$ cat src/rtl/div_pkg.sv
// Shared widths, FSM encoding and sign helper for the iterative divider.
package div_pkg;

    localparam int unsigned REG_W  = 32;
    localparam int unsigned DREG_W = 64;
    localparam int unsigned WORK_W = 65;
    localparam int unsigned CNT_W  = 6;

    // Number of restoring steps before the result is ready.
    localparam logic [CNT_W-1:0] STEPS = CNT_W'(REG_W);

    typedef enum logic [1:0] {
        DIV_FREE   = 2'b00,
        DIV_BYZERO = 2'b01,
        DIV_ON     = 2'b10,
        DIV_END    = 2'b11
    } div_state_e;

    // Two's-complement negate when neg is set, pass-through otherwise.
    function automatic logic [REG_W-1:0] neg_if(input logic [REG_W-1:0] v, input logic neg);
        return neg ? REG_W'(~v + 1'b1) : v;
    endfunction

endpackage

$ cat src/rtl/div_if.sv
// Request/response bundle between EX (master) and the divider (slave).
interface div_if;
    import div_pkg::*;

    logic                   signed_div;
    logic [REG_W-1:0]       opdata1;
    logic [REG_W-1:0]       opdata2;
    logic                   start;
    logic                   annul;
    logic [DREG_W-1:0]      result;
    logic                   ready;

    modport master (
        output signed_div, opdata1, opdata2, start, annul,
        input  result, ready
    );

    modport slave (
        input  signed_div, opdata1, opdata2, start, annul,
        output result, ready
    );

endinterface

$ cat src/rtl/div.sv
// Iterative 32-bit radix-2 restoring divider; result = {remainder, quotient}.
module div
    import div_pkg::*;
(
    input  logic clk,
    input  logic rst,
    div_if.slave bus
);

    div_state_e         state;
    logic [CNT_W-1:0]   cnt;
    logic [WORK_W-1:0]  work;
    logic [REG_W-1:0]   divisor;
    logic               neg_q;
    logic               neg_r;

    logic [REG_W-1:0]   op1_mag;
    logic [REG_W-1:0]   op2_mag;
    logic [REG_W:0]     diff;

    // Operand magnitudes at accept time and the trial subtraction for one step.
    always_comb begin
        op1_mag = neg_if(bus.opdata1, bus.signed_div & bus.opdata1[REG_W-1]);
        op2_mag = neg_if(bus.opdata2, bus.signed_div & bus.opdata2[REG_W-1]);
        diff    = {1'b0, work[63:32]} - {1'b0, divisor};
    end

    // Divider FSM with registered result/ready.
    always_ff @(posedge clk or posedge rst) begin
        if (rst) begin
            state      <= DIV_FREE;
            cnt        <= '0;
            work       <= '0;
            divisor    <= '0;
            neg_q      <= 1'b0;
            neg_r      <= 1'b0;
            bus.result <= '0;
            bus.ready  <= 1'b0;
        end else begin
            case (state)
                DIV_FREE: begin
                    bus.ready  <= 1'b0;
                    bus.result <= '0;
                    if (bus.start && !bus.annul) begin
                        state   <= (bus.opdata2 == '0) ? DIV_BYZERO : DIV_ON;
                        cnt     <= '0;
                        work    <= {32'b0, op1_mag, 1'b0};
                        divisor <= op2_mag;
                        neg_q   <= bus.signed_div & (bus.opdata1[REG_W-1] ^ bus.opdata2[REG_W-1]);
                        neg_r   <= bus.signed_div & bus.opdata1[REG_W-1];
                    end
                end
                DIV_BYZERO: begin
                    state      <= DIV_END;
                    bus.result <= '0;
                    bus.ready  <= 1'b1;
                end
                DIV_ON: begin
                    if (bus.annul || !bus.start) begin
                        state      <= DIV_FREE;
                        bus.ready  <= 1'b0;
                        bus.result <= '0;
                    end else if (cnt != STEPS) begin
                        // Negative trial: shift in 0; otherwise keep the difference and shift in 1.
                        work <= diff[REG_W] ? {work[63:0], 1'b0}
                                            : {diff[REG_W-1:0], work[31:0], 1'b1};
                        cnt  <= cnt + CNT_W'(1);
                    end else begin
                        bus.result <= {neg_if(work[64:33], neg_r), neg_if(work[31:0], neg_q)};
                        bus.ready  <= 1'b1;
                        state      <= DIV_END;
                    end
                end
                DIV_END: begin
                    if (!bus.start) begin
                        state      <= DIV_FREE;
                        bus.ready  <= 1'b0;
                        bus.result <= '0;
                    end
                end
                default: state <= DIV_FREE;
            endcase
        end
    end

endmodule

$ cat src/flat_wrapper.sv
// flat-port wrapper written by rule: the top's interface ports become plain ports
module div_flat import div_pkg::*;
  (clk, rst, bus_signed_div, bus_opdata1, bus_opdata2, bus_start, bus_annul, bus_result, bus_ready);
  div_if bus_i ();
  input  logic clk;
  input  logic rst;
  input wire logic [$bits(bus_i.signed_div)-1:0] bus_signed_div;
  input wire logic [$bits(bus_i.opdata1)-1:0] bus_opdata1;
  input wire logic [$bits(bus_i.opdata2)-1:0] bus_opdata2;
  input wire logic [$bits(bus_i.start)-1:0] bus_start;
  input wire logic [$bits(bus_i.annul)-1:0] bus_annul;
  output wire logic [$bits(bus_i.result)-1:0] bus_result;
  output wire logic [$bits(bus_i.ready)-1:0] bus_ready;
  assign bus_i.signed_div = bus_signed_div;
  assign bus_i.opdata1 = bus_opdata1;
  assign bus_i.opdata2 = bus_opdata2;
  assign bus_i.start = bus_start;
  assign bus_i.annul = bus_annul;
  assign bus_result = bus_i.result;
  assign bus_ready = bus_i.ready;
  div u_core (.clk(clk), .rst(rst), .bus(bus_i));
endmodule
$ cat config.mk
export PLATFORM = sky130hd
export DESIGN_NAME = div_flat
export DESIGN_NICKNAME = d
export VERILOG_FILES = /design/src/rtl/div_pkg.sv /design/src/rtl/div_if.sv /design/src/rtl/div.sv /design/src/flat_wrapper.sv
export SDC_FILE = /design/constraint.sdc
export NUM_CORES = 1
export LEC_CHECK = 0
export ABC_AREA = 0
export BUFFER_PORTS_ARGS = -buffer_cell sky130_fd_sc_hd__buf_2
export CAP_MARGIN = 20
export CORE_MARGIN = 2
export CORE_UTILIZATION = 60
export CTS_CLUSTER_SIZE = 10
export DETAILED_ROUTE_END_ITERATION = 12
export MAX_ROUTING_LAYER = met4
export PLACE_DENSITY = 0.82
export SYNTH_ARGS = -nofsm -noshare
export SYNTH_HDL_FRONTEND = slang
export SYNTH_SLANG_ARGS = --single-unit
$ cat constraint.sdc
create_clock -name clk -period 5.4 [get_ports clk]
set_input_delay 0 -clock clk [delete_from_list [all_inputs] [get_ports clk]]
set_output_delay 0 -clock clk [all_outputs]
set_load 0.02 [all_outputs]
==> flow_metrics.env <==
export IMPL_antenna_found_initial=0
export IMPL_setup_tns_ns=0
export IMPL_die_h_um=142
export IMPL_rows=50
export IMPL_finalHoldViolCount=0
export IMPL_cts_sinks=172
export IMPL_ant_nets=0
export IMPL_cp_max_fo=30
export IMPL_synth_cell_types=58
export IMPL_hold_path_class="primary input to flip-flop"
export IMPL_min_period_ns=3.43
export IMPL_post_route_drc_count=0
export IMPL_max_freq_mhz=291
export IMPL_yosysSeqAreaShare_pct=37.9
export IMPL_yosys_warnings=0
export IMPL_slew_violations=0
export IMPL_regArea_um2=4300
export IMPL_synth_area_um2=11400
export IMPL_drive_gt1_share_pct=12.9
export IMPL_end_kind="flip-flop"
export IMPL_synth_cells=1373
export IMPL_io_pins=134
export IMPL_top_layer_used="met4"
export IMPL_status="complete, no violations"
export IMPL_synth_edf_count=0
export IMPL_max_stage_delay_ns=0.47
export IMPL_power_frac_comb_pct=54.9
export IMPL_p_sw_share_pct=48.1
export IMPL_globalRoute_totalOverflow=0
export IMPL_die_area_um2=20000
export IMPL_start_util_pct=60.9
export IMPL_drtIter0Drc=1017
export IMPL_internal_power_mw=4.13
export IMPL_synth_ff_latch_count=172
export IMPL_grt_pass1_vias=9756
export IMPL_grt_start_max_net_pins=112
export IMPL_setup_violations=0
export IMPL_nets=1625
export IMPL_synthArstFlopShare_pct=100
export IMPL_grt_pass1_wl_mm=48.7
export IMPL_path_class="flip-flop to flip-flop"
export IMPL_path_cells="ha_1 -> nor2b_1 -> o31a_1 -> o21ai_0 -> a211o_1 -> o2111ai_1 -> a31oi_4 -> buf_16 -> buf_4 -> mux2i_1 -> o21ai_0"
export IMPL_post_cts_setup_buffers=0
export IMPL_synthTopCellsByCount="nand2_1 (219), o21ai_0 (199), dfrtp_1 (172)"
export IMPL_worst_slew_pin_slew_ns=0.937
export IMPL_dieWidth_um=142
export IMPL_synth_top_area_share_pct=37.9
export IMPL_core_area_um2=18600
export IMPL_clock_path_buffers=2
export IMPL_critPathBufInv=2
export IMPL_fillers=1475
export IMPL_seq_power_share_pct=29.1
export IMPL_crit_arrival_ns=3.73
export IMPL_cpMaxStageDelayCell="dfrtp_1"
export IMPL_wl_met1_mm=14.1
export IMPL_post_drt_wl_per_cell_um=16.8
export IMPL_grt_usage_pct=31.1
export IMPL_synth_top_cell_by_area="dfrtp_1"
export IMPL_insertion_delay_ns=0.44
export IMPL_p_clk_share_pct=16.0
export IMPL_cts_made_buffers=17
export IMPL_required_ns=5.70
export IMPL_dpl_worst_slack_ns=1.58
export IMPL_cts_tree="built"
export IMPL_slew_headroom_pct=37.3
export IMPL_gp_congestion=0.944
export IMPL_utilization_pct=71.0
export IMPL_synth_most_common_cell="nand2_1"
export IMPL_clock_skew_ns=0.00962
export IMPL_synth_fp_nets=1487
export IMPL_routed_wl_met2_mm=12.9
export IMPL_synthTopCellsByArea="dfrtp_1 (38%), o21ai_0 (8.8%), xor2_1 (7.5%)"
export IMPL_syn_avg_cell_area_um2=8.27
export IMPL_fin_ws_ns=1.97
export IMPL_start_kind="flip-flop"
export IMPL_yosys_most_used_dff="dfrtp_1"
export IMPL_cts_root_buf="clkbuf_16"
export IMPL_firstDrtPassIters=5
export IMPL_p_per_area_nw_per_um2=600
export IMPL_syn_to_final_growth_pct=16.7
export IMPL_cellLeakagePower_nw=6.26
export IMPL_port_buffers=133
export IMPL_critical_path_top_delay_family="compound AO/OA/AOI/OAI gates"
export IMPL_viasPerCell=6.00
export IMPL_multiInputGateArea_um2=6600
export IMPL_rsz0062_at_grt="false"
export IMPL_max_cap_violations=0
export IMPL_htreeDepth=4
export IMPL_fin_crit_sh_pct=63.6
export IMPL_wl_met3_mm=2.15
export IMPL_antennaDiodeCount=0
export IMPL_totalWireLength_mm=29.5
export IMPL_path_clk_slew_ns=0.07
export IMPL_cpMostUsedCell="o21ai_0"
export IMPL_ir_drop_mv=0.291
export IMPL_vias=10600
export IMPL_dp_hpwl_mm=21.7
export IMPL_p_sw_mw=3.82
power groups by stage:
stage / logic (mW) / clock network (mW) / registers [mW]
finish: 4.36 / 1.27 / 2.31
CTS: 4.28 / 1.28 / 2.28
detailed placement: 4.22 / 0 / 2.30
floorplan: 3.29 / 0 / 2.13
global route: 4.89 / 1.33 / 2.37
global placement: 4.14 / 0 / 2.27
worst paths after layout:
path,from,end,slack (ns),cells past startpoint
max,u_core.work[34],u_core.work[53],1.97,11
min,bus_opdata1[9],u_core.work[10],0.02,5
max reg2reg,u_core.work[34],u_core.work[53],1.97,11
min reg2reg,u_core.bus.result[42],u_core.bus.result[42],0.48,2
max in group asynchronous,rst,u_core.divisor[29],3.77,5
min in group asynchronous,rst,u_core.bus.result[39],0.14,3
metrics by stage:
| step | hold slack, ns | instance area (um^2) | instances | total power [mW] |
|---|---|---|---|---|
| 6_report | 0.0151 | 13200 | 1758 | 7.95 |
| 5_1_grt | 0.0486 | 13200 | 1758 | 8.60 |
| 4_1_cts | 0.0105 | 13200 | 1756 | 7.85 |
| 3_5_place_dp | 0.300 | 12200 | 1683 | 6.52 |
| 3_3_place_gp | 0.287 | 12200 | 1683 | 6.41 |
| 2_1_floorplan | 0.136 | 11400 | 1373 | 5.41 |
cell usage in the layout, fill, tap and decap left out, types with 3 or more instances in the layout:
cell type / instances
a21boi_0: 4
nand2b_1: 13
clkbuf_16: 17
nor3_1: 17
a21o_1: 8
nand2_1: 217
buf_4: 9
nor2_1: 71
nor4_1: 13
and3_1: 11
or3_1: 14
o21ai_0: 199
dfrtp_1: 172
a211o_1: 3
and2_1: 5
inv_8: 5
or4_1: 17
o31ai_1: 42
inv_1: 62
a31oi_1: 11
xnor2_1: 41
mux2i_1: 21
o311ai_0: 6
nand3b_1: 5
nor2b_1: 7
o21a_1: 8
xor2_1: 97
o21bai_1: 3
nor3b_1: 4
a22oi_1: 4
nand4_1: 8
o211ai_1: 5
inv_6: 5
a21oi_1: 89
nand3_1: 38
ha_1: 43
dlygate4sd3_1: 41
buf_2: 133
o41ai_1: 15
state kept, by name, indices dropped and copies added, names as in the netlist:
signal / count
u_core.divisor: 32
u_core.neg_q: 1
u_core.work: 65
u_core.cnt: 6
u_core.bus.result: 64
u_core.neg_r: 1
u_core.bus.ready: 1
u_core.state: 2
worst min-delay path, delay by kind of cell:
family	cells	cell delay, ns
AND/OR/NAND/NOR	1	0.08
buffers and inverters	1	0.10
AO/OA/AOI/OAI	2	0.16
XOR/XNOR	1	0.07
cell families after synthesis:
family                   count (synthesis)  synth area share (%)
AND/OR/NAND/NOR                        455                  18.9
AO/OA/AOI/OAI                          413                  21.4
multiplexers                            21                  1.85
adder cells (fa/ha/maj)                 45                  5.03
buffers and inverters                  129                  4.29
XOR/XNOR                               138                  10.6
flip-flops                             172                  37.9
per-layer routing:
metal	GRT usage, %	vias to the layer above
met2	45.3	378
li1	-	5135
met1	46.1	5005
met4	6.74	0
met5	-	-
met3	5.20	34
timing repair:
action,CTS,global route
hold buffers,41,0
hold endpoints to repair,147,0
resized for setup,0,0
area by class of cell:
class | instances | share of cell area (%)
sequential | 172 | 32.5
inverter | 63 | 1.82
timing repair buffer | 185 | 9.05
tap | 234 | 2.21
clock buffer | 18 | 3.32
clock inverter | 14 | 1.29
multi-input combinational | 1072 | 49.8
No activity file was read; power rests on OpenSTA's default activity.
